==> src/rtl/v_pipe_update_arb.sv <==
// Round-robin arbiter that drains N per-port request FIFOs onto a single registered,
// un-backpressured update bus, one update per cycle, with a stall to freeze issue.

package v_pkg;
  typedef logic [7:0]  id_t;
  typedef logic [1:0]  cmd_t;
  typedef logic [15:0] key_t;
  typedef logic [7:0]  size_t;
endpackage

module v_pipe_update_arb #(
  parameter int unsigned PORTS_N    = 4,
  parameter int unsigned FIFO_DEPTH = 4
) (
  input  logic                        clk,
  input  logic                        arst_n,
  input  logic         [PORTS_N-1:0]  i_req_vld,
  output logic         [PORTS_N-1:0]  o_req_rdy,
  input  v_pkg::id_t   [PORTS_N-1:0]  i_req_prod_id,
  input  v_pkg::cmd_t  [PORTS_N-1:0]  i_req_cmd,
  input  v_pkg::key_t  [PORTS_N-1:0]  i_req_key,
  input  v_pkg::size_t [PORTS_N-1:0]  i_req_size,
  input  logic                        i_stall,
  output logic                        o_upd_vld_r,
  output v_pkg::id_t                  o_upd_prod_id_r,
  output v_pkg::cmd_t                 o_upd_cmd_r,
  output v_pkg::key_t                 o_upd_key_r,
  output v_pkg::size_t                o_upd_size_r,
  output logic         [PORTS_N-1:0]  o_port_ne_r,
  output logic                        o_busy
);

  localparam int unsigned AW = $clog2(FIFO_DEPTH);
  localparam int unsigned PW = (PORTS_N > 1) ? $clog2(PORTS_N) : 1;

  typedef struct packed {
    v_pkg::id_t   prod_id;
    v_pkg::cmd_t  cmd;
    v_pkg::key_t  key;
    v_pkg::size_t size;
  } entry_t;

  typedef logic [AW:0] ptr_t;

  entry_t             mem_q    [PORTS_N][FIFO_DEPTH];
  ptr_t               wr_ptr_q [PORTS_N];
  ptr_t               rd_ptr_q [PORTS_N];
  logic [PORTS_N-1:0] full;
  logic [PORTS_N-1:0] empty;
  logic [PORTS_N-1:0] push;
  logic [PORTS_N-1:0] pop;
  logic [PW-1:0]      rr_q;
  logic [PW-1:0]      rr_d;
  logic [PW-1:0]      gnt_idx;
  logic               gnt_vld;
  entry_t             head;

  // Full and empty come from registered pointers only, so ready never depends on a pop.
  always_comb begin
    for (int unsigned p = 0; p < PORTS_N; p++) begin
      full[p]  = (wr_ptr_q[p] ^ rd_ptr_q[p]) == {1'b1, {AW{1'b0}}};
      empty[p] = (wr_ptr_q[p] == rd_ptr_q[p]);
      push[p]  = i_req_vld[p] & ~full[p];
    end
  end

  assign o_req_rdy   = ~full;
  assign o_port_ne_r = ~empty;
  assign o_busy      = (|o_port_ne_r) | o_upd_vld_r;

  always_ff @(posedge clk or negedge arst_n) begin
    if (!arst_n) begin
      for (int unsigned p = 0; p < PORTS_N; p++) begin
        wr_ptr_q[p] <= '0;
        rd_ptr_q[p] <= '0;
      end
    end else begin
      for (int unsigned p = 0; p < PORTS_N; p++) begin
        if (push[p]) wr_ptr_q[p] <= wr_ptr_q[p] + ptr_t'(1);
        if (pop[p])  rd_ptr_q[p] <= rd_ptr_q[p] + ptr_t'(1);
      end
    end
  end

  // Storage needs no reset: pointers alone define which entries are live.
  always_ff @(posedge clk) begin
    for (int unsigned p = 0; p < PORTS_N; p++) begin
      if (push[p]) begin
        mem_q[p][wr_ptr_q[p][AW-1:0]] <= '{prod_id: i_req_prod_id[p], cmd: i_req_cmd[p],
                                          key: i_req_key[p], size: i_req_size[p]};
      end
    end
  end

  // First non-empty port at or after the round-robin pointer.
  always_comb begin
    int unsigned idx;
    idx     = 0;
    gnt_vld = 1'b0;
    gnt_idx = '0;
    for (int unsigned i = 0; i < PORTS_N; i++) begin
      idx = (32'(rr_q) + i) % PORTS_N;
      if (!gnt_vld && !empty[PW'(idx)]) begin
        gnt_vld = 1'b1;
        gnt_idx = PW'(idx);
      end
    end
    if (i_stall) gnt_vld = 1'b0;
  end

  always_comb begin
    pop  = '0;
    rr_d = rr_q;
    if (gnt_vld) begin
      pop[gnt_idx] = 1'b1;
      rr_d = (gnt_idx == PW'(PORTS_N - 1)) ? '0 : gnt_idx + PW'(1);
    end
  end

  assign head = mem_q[gnt_idx][rd_ptr_q[gnt_idx][AW-1:0]];

  always_ff @(posedge clk or negedge arst_n) begin
    if (!arst_n) begin
      rr_q            <= '0;
      o_upd_vld_r     <= 1'b0;
      o_upd_prod_id_r <= '0;
      o_upd_cmd_r     <= '0;
      o_upd_key_r     <= '0;
      o_upd_size_r    <= '0;
    end else begin
      rr_q        <= rr_d;
      o_upd_vld_r <= gnt_vld;
      if (gnt_vld) begin
        o_upd_prod_id_r <= head.prod_id;
        o_upd_cmd_r     <= head.cmd;
        o_upd_key_r     <= head.key;
        o_upd_size_r    <= head.size;
      end
    end
  end

endmodule

==> config.mk <==
export PLATFORM = sky130hd
export DESIGN_NAME = v_pipe_update_arb
export DESIGN_NICKNAME = d
export VERILOG_FILES = /design/src/rtl/v_pipe_update_arb.sv
export SDC_FILE = /design/constraint.sdc
export NUM_CORES = 1
export LEC_CHECK = 0
export BUFFER_PORTS_ARGS = -buffer_cell sky130_fd_sc_hd__buf_2
export CORE_MARGIN = 2
export CORE_UTILIZATION = 45
export CTS_CLUSTER_DIAMETER = 150
export DETAILED_ROUTE_END_ITERATION = 12
export GPL_TIMING_DRIVEN = 0
export PLACE_DENSITY = 0.62
export SLEW_MARGIN = 20
export SYNTH_ARGS = -nofsm -noshare
export SYNTH_HDL_FRONTEND = slang
export SYNTH_SLANG_ARGS = --single-unit
==> constraint.sdc <==
create_clock -name clk -period 5.6 [get_ports clk]
set_input_delay 1.12 -clock clk [delete_from_list [all_inputs] [get_ports clk]]
set_output_delay 1.12 -clock clk [all_outputs]
set_load 0.01 [all_outputs]
### Word-level counts from Yosys, hierarchy flattened

Memories as Yosys holds them, arrays and structs flattened.
Cells that the tools add are included.

* multiplexer cells: 43
* div/mod/pow operators: 0
* magnitude comparators: 16
* shift-type cells: 0
* equal/unequal tests: 9
* bitwise operators: 21
* reduce and logical (&&, ||, !) cells: 14
* $add $sub $neg: 12
* $mul: 0

Operator list (count)
* 136-bit 2-to-1 mux: 4
* 34-bit demux with 2-bit select: 4
* 34-bit 2-to-1 mux: 6
* 34-bit binary-select mux with 2-bit select: 1
* 3-bit by 1-bit adder with 3-bit output (second input constant): 8
* 3-bit >= comparator (second input constant): 6
* 2-bit inverter with 3-bit output: 6
* 2-bit by 3-bit less-than comparator with 1-bit output (second input constant): 5
* 1-bit 2-to-1 mux: 14
* 2-bit 2-to-1 mux: 7
* 3-bit equality test: 4
* 3-bit equality test (second input constant): 4
* 3-bit by 1-bit less-than comparator with 1-bit output (second input constant): 4
* 3-bit bitwise XOR: 4
* 1-bit binary-select mux with 2-bit select: 4
* 1-bit logical AND: 8
* 4-bit inverter: 2
* 3-bit binary-select mux with 2-bit select: 1
* 1-bit zero test: 5
* 2-bit by 1-bit adder with 2-bit output (second input constant): 2
* 2-bit adder (second input constant): 2
* 1-bit AND: 4
* 4-bit 2-to-1 mux: 1
* 1-bit inverter: 4
* 5 further kinds: 5

* bits in read-only memories: 0
* logic and storage cells: 130
* input bits: 143
* memories: 1
* bits in latches: 0
* output and inout port bits: 44
* memory bits (writable): 544
* register bits: 61

Memory list
* mem_q: words 4, bits a word 136, read ports 1, clocked after Yosys merged registers in 0, wr ports 4, RTL line 45 `entry_t mem_q [PORTS_N][FIFO_DEPTH];`

### Depth between registers and ports, before layout

* depth after elaboration: 20
* gate-level depth with buffers: 12
* mapped depth without buffers: 10

### Least setup slack after synthesis

Ideal clock, no wire load.

* path kind: flip-flop to flip-flop
* from: register rd_ptr_q[8] (netlist name)
* to: register rd_ptr_q[4] (netlist name)
* setup time: 0.125 ns
* slack: 2.829 ns
* data arrival time: 2.646 ns
* period minus slack after synthesis: 2.771 ns
* cell stages (with the launch flop): 12
* data required time: 5.475 ns
* cells stage by stage: dfrtp_1 -> xor2_1 -> nor3_1 -> inv_1 -> o211ai_1 -> nor2_1 -> inv_1 -> clkbuf_1 -> clkbuf_1 -> ha_1 -> nand2_1 -> mux2_2

* word-level cells in the longest chain between the ends: 17
* elaborated cells on any way between the ends: 32
* those cells by class: 2 x order compare; 1 x eq/ne; 20 x mux; 9 x reduce/logical

Ends and longest elaborated chain
* start, declared: RTL line 47 `ptr_t rd_ptr_q [PORTS_N];`
* start signal, assigned by index: RTL line 80 `if (pop[p]) rd_ptr_q[p] <= rd_ptr_q[p] + ptr_t'(1);`
* 3-bit equality test *: RTL line 62 `empty[p] = (wr_ptr_q[p] == rd_ptr_q[p]);`
* 1-bit binary-select mux with 2-bit select: RTL line 103 `if (!gnt_vld && !empty[PW'(idx)]) begin`
* 1-bit 2-to-1 mux (implied by the code): RTL line 103
* 1-bit zero test: RTL line 103
* 1-bit logical AND: RTL line 103
* 1-bit 2-to-1 mux: RTL line 103
* 1-bit zero test: RTL line 103
* 1-bit logical AND: RTL line 103
* 1-bit 2-to-1 mux: RTL line 103
* 1-bit zero test: RTL line 103
* 1-bit logical AND: RTL line 103
* 2-bit 2-to-1 mux: RTL line 103
* 2-bit by 3-bit less-than comparator with 1-bit output (implied by the code) or 2-bit by 1-bit >= comparator with 1-bit output (tied branches): RTL line 115 `pop[gnt_idx] = 1'b1;`
* 1-bit logical AND (implied by the code): RTL line 115
* 1-bit 2-to-1 mux (implied by the code): RTL line 115
* 1-bit demux with 2-bit select: RTL line 115
* 4-bit 2-to-1 mux *: RTL line 114 `if (gnt_vld) begin`

Mark *: on every way between the ends. The rest lies on a longest branch, timed or not. The select of a mux whose other input is x is not followed.
A chain may end at the register's enable or synchronous reset.

### Worst setup path after layout

* from: register wr_ptr_q[10] (netlist name)
* to: register o_upd_key_r[10]

* word-level cells in the longest chain between the ends: 20
* elaborated cells on any way between the ends: 35
* those cells by class: 1 x eq/ne; 23 x mux; 2 x bitwise; 8 x reduce/logical; 1 x memory

Ends and longest elaborated chain
* start, declared: RTL line 46 `ptr_t wr_ptr_q [PORTS_N];`
* start signal, assigned by index: RTL line 79 `if (push[p]) wr_ptr_q[p] <= wr_ptr_q[p] + ptr_t'(1);`
* 3-bit equality test *: RTL line 62
* 1-bit binary-select mux with 2-bit select: RTL line 103
* 1-bit 2-to-1 mux (implied by the code): RTL line 103
* 1-bit zero test: RTL line 103
* 1-bit logical AND: RTL line 103
* 1-bit 2-to-1 mux: RTL line 103
* 1-bit zero test: RTL line 103
* 1-bit logical AND: RTL line 103
* (+2 left out)
* 1-bit logical AND: RTL line 103
* 2-bit 2-to-1 mux: RTL line 103
* 2-bit inverter with 3-bit output (implied by the code): RTL line 120 `assign head = mem_q[gnt_idx][rd_ptr_q[gnt_idx][AW-1:0]];`
* 3-bit binary-select mux with 2-bit select: RTL line 120
* 2-bit 2-to-1 mux (implied by the code) (2 in series): RTL line 120
* 2-bit inverter with 3-bit output (implied by the code): RTL line 120
* 34-bit binary-select mux with 2-bit select: RTL line 120
* 34-bit 2-to-1 mux (implied by the code) (2 in series): RTL line 120
* end signal, assigned: RTL line 136 `o_upd_key_r <= head.key;`
* end, declared: RTL line 27 `output v_pkg::key_t o_upd_key_r,`

Marked as above.

==> metrics.csv <==
metric,value,unit
"Seq/Total Area, Yosys",73.5,%
vias in the first global route,16700,
drt drc,0,
Routed WL per cell,29.7,µm
Post-CTS Setup Repair Bufs,0,
Fmax,0.244,GHz
Synth Cell Area,0.0243,mm²
run status,"complete, no violations",
most frequent cells in the layout,"edfxtp_1 (544), nand2_1 (319), buf_2 (198), and3_1 (138), a311oi_1 (137)",
R2R Path Start,wr_ptr_q[10],
setup TNS,0,ns
Layout Area Growth over Synthesis,16.8,%
Synth Warn #,0,
crit path DAT,4.65,ns
initial detailed-routing violation count,2116,
Root Driver,clkbuf_16,
Worst slew margin,35.1,%
distinct cell type count after synthesis,39,
cell mode on critical path,nand3_1,
routed wire length,80400,µm
Worst path max stage delay,0.77,ns
RSZ-0062 raised after global routing,no,
Final ANT Viol Nets,0,
htree depth,2,
max cap viols,0,
via count,16800,
worst-path fanout max,10,
Post-layout nets,2129,
post-synthesis net count,1874,
filler cell count,4573,
Worst Setup Start Kind,flip-flop,
worst path cell trace,xor2_1 -> o311ai_1 -> o211ai_1 -> nor2_1 -> inv_1 -> nand3_1 -> and3_1 -> buf_1 -> clkbuf_1 -> o21ai_0 -> nand3_1,
Final Skew,0.0148,ns
CTS tree,built,
Sink Count,605,
post-cts resize count,0,
critical path's top delay family,buffers and inverters,
layout cells sized above 1,16.7,%
CP Buf/Inv Count,3,
die area,0.0558,mm²
"Avg Cell Area, Syn",14.2,µm²
Site Rows,85,
fin crit period,4.10,ns
Detailed Place HPWL,52300,µm
Die Y-Extent,236,µm
CTS buffer count,59,
FF-to-FF path depth,11,
post-synthesis register bit count,605,
"most common cell after layout, fill and taps aside",edfxtp_1,
Reg-to-Reg End,o_upd_key_r[10],
Worst-path clk slew,0.06,ns
Final Max Tran Viols,0,
routed vias/inst,6.20,
initial antenna violation count,3,
Final period util,73.1,%
TritonRoute pass-1 iters,6,
Post-CTS Hold Buffers,0,
Clock Tree Buf Depth,3,
Critical Setup Path Class,reg2reg,
# IOs,187,
PortBufs,186,
Mapped Cells,1707,
worst reg-to-reg setup slack,1.50,ns
global-route wire length before repair,114000,µm
GR Overflow Total,0,
clock latency on the worst-skew pair,0.63,ns
WP data required,6.15,ns
Min-Delay Path Class,in2async,
core area,0.0536,mm²
largest net degree at the start of global routing,36,
worst-margin pin slew,0.973,ns
Global Route Usage Sum,28.4,%
Initial Util,45.3,%
chip width,236,µm
final number of setup-violating endpoints,0,
slowest CP cell,clkbuf_1,
gpl congestion,0.863,
CP endpoint kind,flip-flop,
Fin. Hold Viols,0,
registers in the layout, summed over array words and instances, names as in the netlist:
| signal | cells |
|---|---|
| o_upd_vld_r | 1 |
| o_upd_prod_id_r | 8 |
| wr_ptr_q | 12 |
| rr_q | 2 |
| o_upd_cmd_r | 2 |
| o_upd_size_r | 8 |
| o_upd_key_r | 16 |
| mem_q | 544 |
| rd_ptr_q | 12 |
cell type report:
class	count	area [µm²]	area share [%]
antenna	3	7.51	0.0265
timing repair buffer	194	1110	3.91
multi-input combinational	955	5880	20.7
sequential	605	17900	63.0
clock buffer	82	1690	5.97
tap	696	871	3.07
clock inverter	29	334	1.18
buffer	133	553	1.95
inverter	14	52.6	0.185
per-layer routing:
| metal | routed length (µm) | vias up | global-route usage [%] |
|---|---|---|---|
| met3 | 7680 | 158 | 5.04 |
| li1 | - | 7135 | - |
| met2 | 37900 | 1060 | 45.8 |
| met4 | 2390 | 2 | 9.03 |
| met5 | 12 | - | 0 |
| met1 | 32500 | 8464 | 39.4 |
cells in the mapped netlist:
library cell | count | area (µm²)
o32a_2 | 1 | 11.3
o21ai_0 | 55 | 275
a21oi_1 | 3 | 15.0
and2_1 | 5 | 31.3
o32ai_2 | 1 | 16.3
or2_2 | 1 | 6.26
o31ai_1 | 3 | 22.5
nand3_1 | 42 | 210
buf_4 | 4 | 30.0
xnor2_1 | 13 | 114
a211oi_1 | 136 | 1020
edfxtp_1 | 544 | 16300
nor3_1 | 1 | 5.00
nand2b_1 | 1 | 6.26
inv_1 | 14 | 52.6
o311ai_0 | 1 | 8.76
and3_1 | 154 | 963
nor2_1 | 6 | 22.5
ha_1 | 24 | 300
buf_1 | 6 | 22.5
or3_4 | 1 | 11.3
a21boi_1 | 1 | 7.51
a21boi_0 | 1 | 7.51
xor2_1 | 16 | 140
a311o_4 | 1 | 20.0
buf_2 | 13 | 65.1
o211ai_1 | 1 | 7.51
nand2_1 | 319 | 1200
clkbuf_1 | 107 | 402
o311ai_1 | 1 | 8.76
nor4_1 | 1 | 6.26
o21ai_1 | 20 | 100
mux2_2 | 4 | 45.0
a311oi_1 | 137 | 1200
o31a_1 | 1 | 8.76
dfrtp_1 | 61 | 1530
buf_6 | 3 | 33.8
a311o_1 | 1 | 10.0
or3_1 | 3 | 18.8
cell families after synthesis:
group / share of synthesized area [%]
and+or+nand+nor: 10.2
adders and majority gates: 1.24
DFF: 73.5
xor gates and xnor gates: 1.05
buffers and inverters: 2.49
AOI/OAI and AO/OA: 11.3
muxes: 0.185
stage by stage:
stage	utilization, %	hold slack (ns)	cell area (µm²)	cells	setup WS, ns
6_report	52.9	0.462	28400	2711	1.50
5_1_grt	52.9	0.481	28400	2710	1.34
4_1_cts	52.9	0.460	28400	2708	1.68
2_1_floorplan	-	0.460	24300	1707	2.83
3_5_place_dp	49.1	0.466	26300	2597	1.70
3_3_place_gp	48.7	0.467	26100	2589	1.78
worst max-delay path by stage:
stage,start,to,slack [ns],cells after the start
global placement,rd_ptr_q[7],rd_ptr_q[4],1.78,11
detailed placement,wr_ptr_q[10],o_upd_key_r[10],1.70,11
CTS,wr_ptr_q[10],o_upd_key_r[10],1.68,11
global route,wr_ptr_q[10],o_upd_key_r[10],1.34,11
finish,wr_ptr_q[10],o_upd_key_r[10],1.50,11
floorplan,rd_ptr_q[8],rd_ptr_q[4],2.83,11
Power is left out: the tool's default activity adds up to more than one toggle a clock period on the data nets, which glitch-free logic cannot reach.
